--- src/rtl/tick_burst_ctrl.sv ---
// tick_burst_ctrl: programmable tick generator that emits bursts of
// one-cycle pulses. The divisor sets the tick period in clk cycles, and the
// count sets the number of ticks per burst (0 means run until stopped).
// Configuration is accepted only while idle.
module tick_burst_ctrl #(
  parameter int DIV_W       = 16,
  parameter int CNT_W       = 16,
  parameter int DEFAULT_DIV = 10
) (
  input  logic             clk,
  input  logic             rst,
  input  logic             cfg_valid,
  output logic             cfg_ready,
  input  logic [DIV_W-1:0] cfg_divisor,
  input  logic [CNT_W-1:0] cfg_count,
  input  logic             start,
  input  logic             stop,
  output logic             tick_out,
  output logic             busy,
  output logic             done,
  output logic [CNT_W-1:0] ticks_left
);

  typedef enum logic [1:0] {
    IDLE = 2'd0,
    RUN  = 2'd1,
    DONE = 2'd2
  } state_t;

  state_t           state;
  logic [DIV_W-1:0] div_reg;
  logic [CNT_W-1:0] cnt_reg;
  logic [DIV_W-1:0] phase;

  // Config is only offered to the outside while idle; busy marks an active burst.
  assign cfg_ready = (state == IDLE);
  assign busy      = (state == RUN);

  // Burst controller: config latch, phase counter, tick/done pulses and countdown.
  always_ff @(posedge clk) begin
    if (rst) begin
      state      <= IDLE;
      div_reg    <= DIV_W'(DEFAULT_DIV);
      cnt_reg    <= '0;
      phase      <= '0;
      ticks_left <= '0;
      tick_out   <= 1'b0;
      done       <= 1'b0;
    end else begin
      tick_out <= 1'b0;
      done     <= 1'b0;
      case (state)
        IDLE: begin
          if (cfg_valid) begin
            // A zero divisor is treated as 1 so the phase compare stays valid.
            div_reg <= (cfg_divisor == '0) ? DIV_W'(1) : cfg_divisor;
            cnt_reg <= cfg_count;
          end
          if (start) begin
            state      <= RUN;
            phase      <= '0;
            // A config offered in the same cycle as start applies to this burst.
            ticks_left <= cfg_valid ? cfg_count : cnt_reg;
          end
        end
        RUN: begin
          if (stop) begin
            // Abort wins over any tick or completion due at this edge.
            state      <= IDLE;
            phase      <= '0;
            ticks_left <= '0;
          end else if (phase == div_reg - DIV_W'(1)) begin
            phase    <= '0;
            tick_out <= 1'b1;
            // ticks_left is 0 only in continuous mode, where it must stay 0.
            if (ticks_left != '0) begin
              ticks_left <= ticks_left - CNT_W'(1);
              if (ticks_left == CNT_W'(1)) begin
                state <= DONE;
                done  <= 1'b1;
              end
            end
          end else begin
            phase <= phase + DIV_W'(1);
          end
        end
        DONE: begin
          state <= IDLE;
        end
        default: begin
          state <= IDLE;
        end
      endcase
    end
  end

endmodule

--- config.mk ---
export PLATFORM = sky130hd
export DESIGN_NAME = tick_burst_ctrl
export DESIGN_NICKNAME = d
export VERILOG_FILES = /design/src/rtl/tick_burst_ctrl.sv
export SDC_FILE = /design/constraint.sdc
export NUM_CORES = 1
export LEC_CHECK = 0
export CORE_UTILIZATION = 45
export CTS_BUF_LIST = sky130_fd_sc_hd__clkbuf_2
export CTS_CLUSTER_DIAMETER = 80
export DETAILED_ROUTE_END_ITERATION = 12
export DONT_BUFFER_PORTS = 1
export PLACE_DENSITY_LB_ADDON = 0.15
export SETUP_SLACK_MARGIN = 0.3
export SLEW_MARGIN = 10
export SYNTH_ARGS = -nofsm -noshare
export SYNTH_HDL_FRONTEND = slang
export SYNTH_SLANG_ARGS = --single-unit
--- constraint.sdc ---
create_clock -name clk -period 5.4 [get_ports clk]
set_input_delay 1.62 -clock clk [delete_from_list [all_inputs] [get_ports clk]]
set_output_delay 1.62 -clock clk [all_outputs]
set_load 0.005 [all_outputs]
# Word-level counts from Yosys, hierarchy flattened
# Index checks and enable logic that the tools add are counted.
[totals] reg_bits=68 latchBits=0 ramBits=0 romBits=0 input_bits=37 output_inout_bits=20 wordCells=49 n_memories=0
[classes] n_addsub=3 multipliers=0 n_div=0 order_cmp=0 eq_ne=7 shift=0 n_mux=19 bitwise_logic=3 n_reduce_logical=10
[ops] operator="2-to-1 mux 16 bit" n=9
[ops] operator="one-hot mux 16 bit (2 select lines)" n=2
[ops] operator="subtractor 16 x 1 -> 16 bit, second input constant" n=2
[ops] operator="adder 16 x 1 -> 16 bit, second input constant" n=1
[ops] operator="== test 16 x 1 -> 1 bit, second input constant" n=1
[ops] operator="== test 16 bit" n=1
[ops] operator="logical NOT 16 bit" n=1
[ops] operator="nonzero test 16 bit" n=1
[ops] operator="2-to-1 mux 2 bit" n=5
[ops] operator="!= test 3 x 2 -> 1 bit, second input constant" n=3
[ops] operator="AND reduction 4 bit" n=2
[ops] operator="OR reduction 5 bit" n=1
[ops] operator="one-hot mux 2 bit (2 select lines)" n=1
[ops] operator="AND reduction 2 bit" n=2
[ops] operator="inverter 1 bit" n=3
[ops] operator="OR reduction 3 bit" n=1
[ops] operator="== test 2 x 1 -> 1 bit, second input constant" n=1
[ops] operator="logical NOT 2 bit" n=1
[ops] operator="2-to-1 mux 1 bit" n=2
[ops] operator="!= test 2 x 1 -> 1 bit, second input constant" n=1
[ops] operator="nonzero test 2 bit" n=1

# Depth between registers and ports, before layout
[logic_depth] depth_word=6 mapped_depth=11 mapped_depth_nobuf=10

# Worst setup path before layout
# OpenSTA, ideal clock, no wires.
[synth_path] path_kind="in2reg" start="input port cfg_valid" end="register ticks_left[13]" setup_time_ns=0.117 arrival_ns=2.953 path_slack_ns=2.329 path_stages=5 n_path_buf=2 path_cell_list="clkbuf_1 > buf_1 > mux2i_1 > o32ai_1 > a32o_1"
[synth_between] elab_chain_cells=3
[synth_lines] item="start, declared" line="12" rtl="input logic cfg_valid,"
[synth_lines] item="2-to-1 mux 16 bit"
[synth_lines] item="2-to-1 mux 16 bit" line="59" rtl="if (start) begin"
[synth_lines] item="one-hot mux 16 bit (2 select lines)" line="52" rtl="case (state)"
[synth_lines] item="end signal, assigned" line="63" rtl="ticks_left <= cfg_valid ? cfg_count : cnt_reg;"
[synth_lines] item="end signal, assigned" line="77" rtl="ticks_left <= ticks_left - CNT_W'(1);"
[synth_lines] item="end, declared" line="21" rtl="output logic [CNT_W-1:0] ticks_left"
# No other way between the ends. The select of a mux whose other input is x is not followed.
# A chain may end at the register's enable or synchronous reset.

# Worst setup path after layout
[layout_path] start="register div_reg[2]" end="register ticks_left[13]"
[layout_between] elab_chain_cells=4
[layout_lines] item="start, declared" line="31" rtl="logic [DIV_W-1:0] div_reg;"
[layout_lines] item="start signal, assigned" line="43" rtl="div_reg <= DIV_W'(DEFAULT_DIV);"
[layout_lines] item="start signal, assigned" line="56" rtl="div_reg <= (cfg_divisor == '0) ? DIV_W'(1) : cfg_divisor;"
[layout_lines] item="subtractor 16 x 1 -> 16 bit" line="72" rtl="end else if (phase == div_reg - DIV_W'(1)) begin"
[layout_lines] item="== test 16 bit" line="72"
[layout_lines] item="!= test 3 x 2 -> 1 bit (no source line)"
[layout_lines] item="AND reduction 4 bit (no source line)"
# No other way between the ends.

==> results.md <==
* Status: finished clean
* Hold WC Path Type: flop to flop
* Least-Margin Pin Slew at 1.13 ns
* Synth Area in XOR/XNOR at 0.0576
* Top cell type's share of synthesized area at 0.350
* Synth area leader: dfxtp_1
* Row Count at 33
* # setup viols final at 0
* Drt wl/cell at 16.2 um
* Cell variety after synth at 60
* Largest cells by area after synthesis: dfxtp_1, nand2_1, a21oi_1
* RSZ-0062 raised after global routing: false
* Met2 usage at 0.338
* Via/cell ratio at 5.91
* Synth warn at 0
* First-pass GRT wire length at 16500 um
* Gr busiest metal: met1
* Chip height at 95.0 um
* Sequential area share after synthesis at 0.350
* Clock skew at 0.0245 ns
* Residual DRC at 0
* Asr flop ratio synth at 0
* Synthesized area at 3890 um^2
* Die area at 9020 um^2
* Slew margin rel. at 0.247
* Total Wirelength at 9660 um
* Top post-synthesis cells by count: nand2_1, dfxtp_1, a21oi_1
* Clk_lat worst skew at 0.49 ns
* Final worst path period share at 0.716
* Leak pwr at 1.39 nW
* Max clock buf depth at 2
* # Max-Cap Violations at 0
* Adder-cell area share of the yosys netlist at 0.0129
* Pin count of the biggest net entering global routing at 46
* Area grow syn2layout at 3.80%
* Layout cells sized above 1 at 0.0633
* Fmax achieved at 259 MHz
* Mux cell area share after synthesis at 0.0444
* Vias in the first global route at 3287
* TritonCTS clock tree: built
* Post-Synthesis Net Count at 545
* GR Util met3 at 0.0499
* Post-Synth Simple-Gate Area at 0.296
* Antenna violations before repair at 0
* Resized Gates After CTS at 0
* Die Width at 95.0 um
* Starting density of the core at 0.469
* Hold slack at 0.460 ns
* Largest family of logic cells by synthesized area: simple AND/OR/NAND/NOR gates
* Clock-pin transition on the worst setup and hold timing paths at 0.18 ns
* Ports at 57
* FF+latch count, synth at 68
* Power Density at 270 nW/um^2
* WS Path Type: flop to flop
* PortBufs at 0
* Max IR drop VDD at 0.140 mV
* Final Max Slew Viols at 0
* GRT Total Usage at 0.236
* CP Launch Type: flop
* Ys flop type: dfxtp_1
* Clock root buffer: clkbuf_2
* Antenna-violating nets left at 0
* Met1 global-route usage at 0.347
* Total CTS buffers at 9
* CTS sink count at 68
* Post-CTS Setup Bufs at 0
* RePlAce Congestion at 0.917
* Crit-path max FO at 21
* Nets at 526
* Critical Path RT at 5.80 ns
* Setup TNS at 0 ns
* Overflow after GRT at 0
* Setup crit end kind: flop
* Fin. Hold Viols at 0
* Syn Area/Cell at 7.72 um^2
* Critical Path AT at 4.26 ns
* DP HPWL at 6870 um
* Initial DRC Count at 255
* Via Count at 3517
* Synth Area in Compound Gates at 0.196
* CTS Hold Bufs at 0
* H-tree depth at 3
* Core area at 8300 um^2
* N_diodes at 0
* Fin crit period at 3.87 ns
* Filler cells at 814
* Synthesized netlist cell count at 504
* Number of enable flip-flop cells after synthesis at 0
* Final core utilization at 0.487
* Count leader, synth: nand2_1
* Drt pass-1 iters at 4
==> routing by layer <==
metal,up-vias,part of all wire,routed length [um]
li1,1765,-,-
met1,1641,0.50,4800
met2,101,0.42,4050
met3,10,0.073,703
met4,0,0.012,115
met5,-,0,0
==> stage by stage <==
step | setup WS, ns | instances | area [um^2] | total power [mW]
2_1_floorplan | 2.33 | 504 | 3890 | 0.726
3_3_place_gp | 1.74 | 579 | 3910 | 0.764
3_5_place_dp | 1.62 | 579 | 3910 | 0.766
4_1_cts | 1.57 | 595 | 4040 | 1.10
5_1_grt | 1.21 | 595 | 4040 | 1.15
6_report | 1.53 | 595 | 4040 | 1.09
==> cell usage in the layout (no fill, tap or decap), drive strengths merged, types with 3 or more instances in the layout <==
cell type / instances
nand3: 17
nor2: 33
nor4: 8
and2: 6
mux2i: 15
a32o: 10
or3: 5
or2: 8
nand2: 106
nand3b: 8
o311ai: 9
clkbuf: 10
clkinv: 3
nand4: 8
o21ai: 21
inv: 9
buf: 3
xor2: 8
nor3: 12
xnor2: 15
nor2b: 3
o22ai: 6
nand2b: 5
ha: 4
nor4b: 4
a31oi: 4
and3: 3
dfxtp: 68
o32ai: 4
or4: 4
a21oi: 37
==> final timing paths <==
check	end	slack [ns]	from	cells after the start
setup / recovery	ticks_left[13]$_SDFFE_PP0P_	1.53	div_reg[2]$_SDFFE_PP0P_	8
hold / removal	cnt_reg[10]$_SDFFE_PP0P_	0.46	cnt_reg[10]$_SDFFE_PP0P_	2
setup reg to reg	ticks_left[13]$_SDFFE_PP0P_	1.53	div_reg[2]$_SDFFE_PP0P_	8
hold reg to reg	cnt_reg[10]$_SDFFE_PP0P_	0.46	cnt_reg[10]$_SDFFE_PP0P_	2
==> report_power, final <==
group / switching, mW / total, mW / internal, mW / leakage [nW]
clock network: 0.182 / 0.333 / 0.151 / 0.0747
logic: 0.119 / 0.197 / 0.0778 / 0.760
registers: 0.0331 / 0.562 / 0.529 / 0.555
total: 0.334 / 1.09 / 0.757 / 1.39
==> critical path, cell delays in order, from the launching register on <==
cell       delay [ns]
dfxtp_1          0.42
nor3_1           0.82
nand2_1          0.20
xnor2_1          0.19
or4_1            0.41
a2111oi_2        0.48
and4_1           0.79
nand3b_1         0.16
a32o_1           0.29
==> kinds of logic after synthesis <==
kind of cell	count (synthesis)
xor+xnor	24
mux	17
buf+inv	42
simple gates	236
flops	68
fa+ha+maj	4
compound gates	113
==> final cells by class <==
class	count	area [um^2]	share of cell area
multi-input cells	394	2360	0.584
clock inverters	6	78.8	0.0195
repair buffers	3	22.5	0.00558
well taps	105	131	0.0325
flip-flops and latches	68	1360	0.337
clock buffers	10	50.0	0.0124
inverters	9	33.8	0.00837
Power figures use the tool's default switching activity.
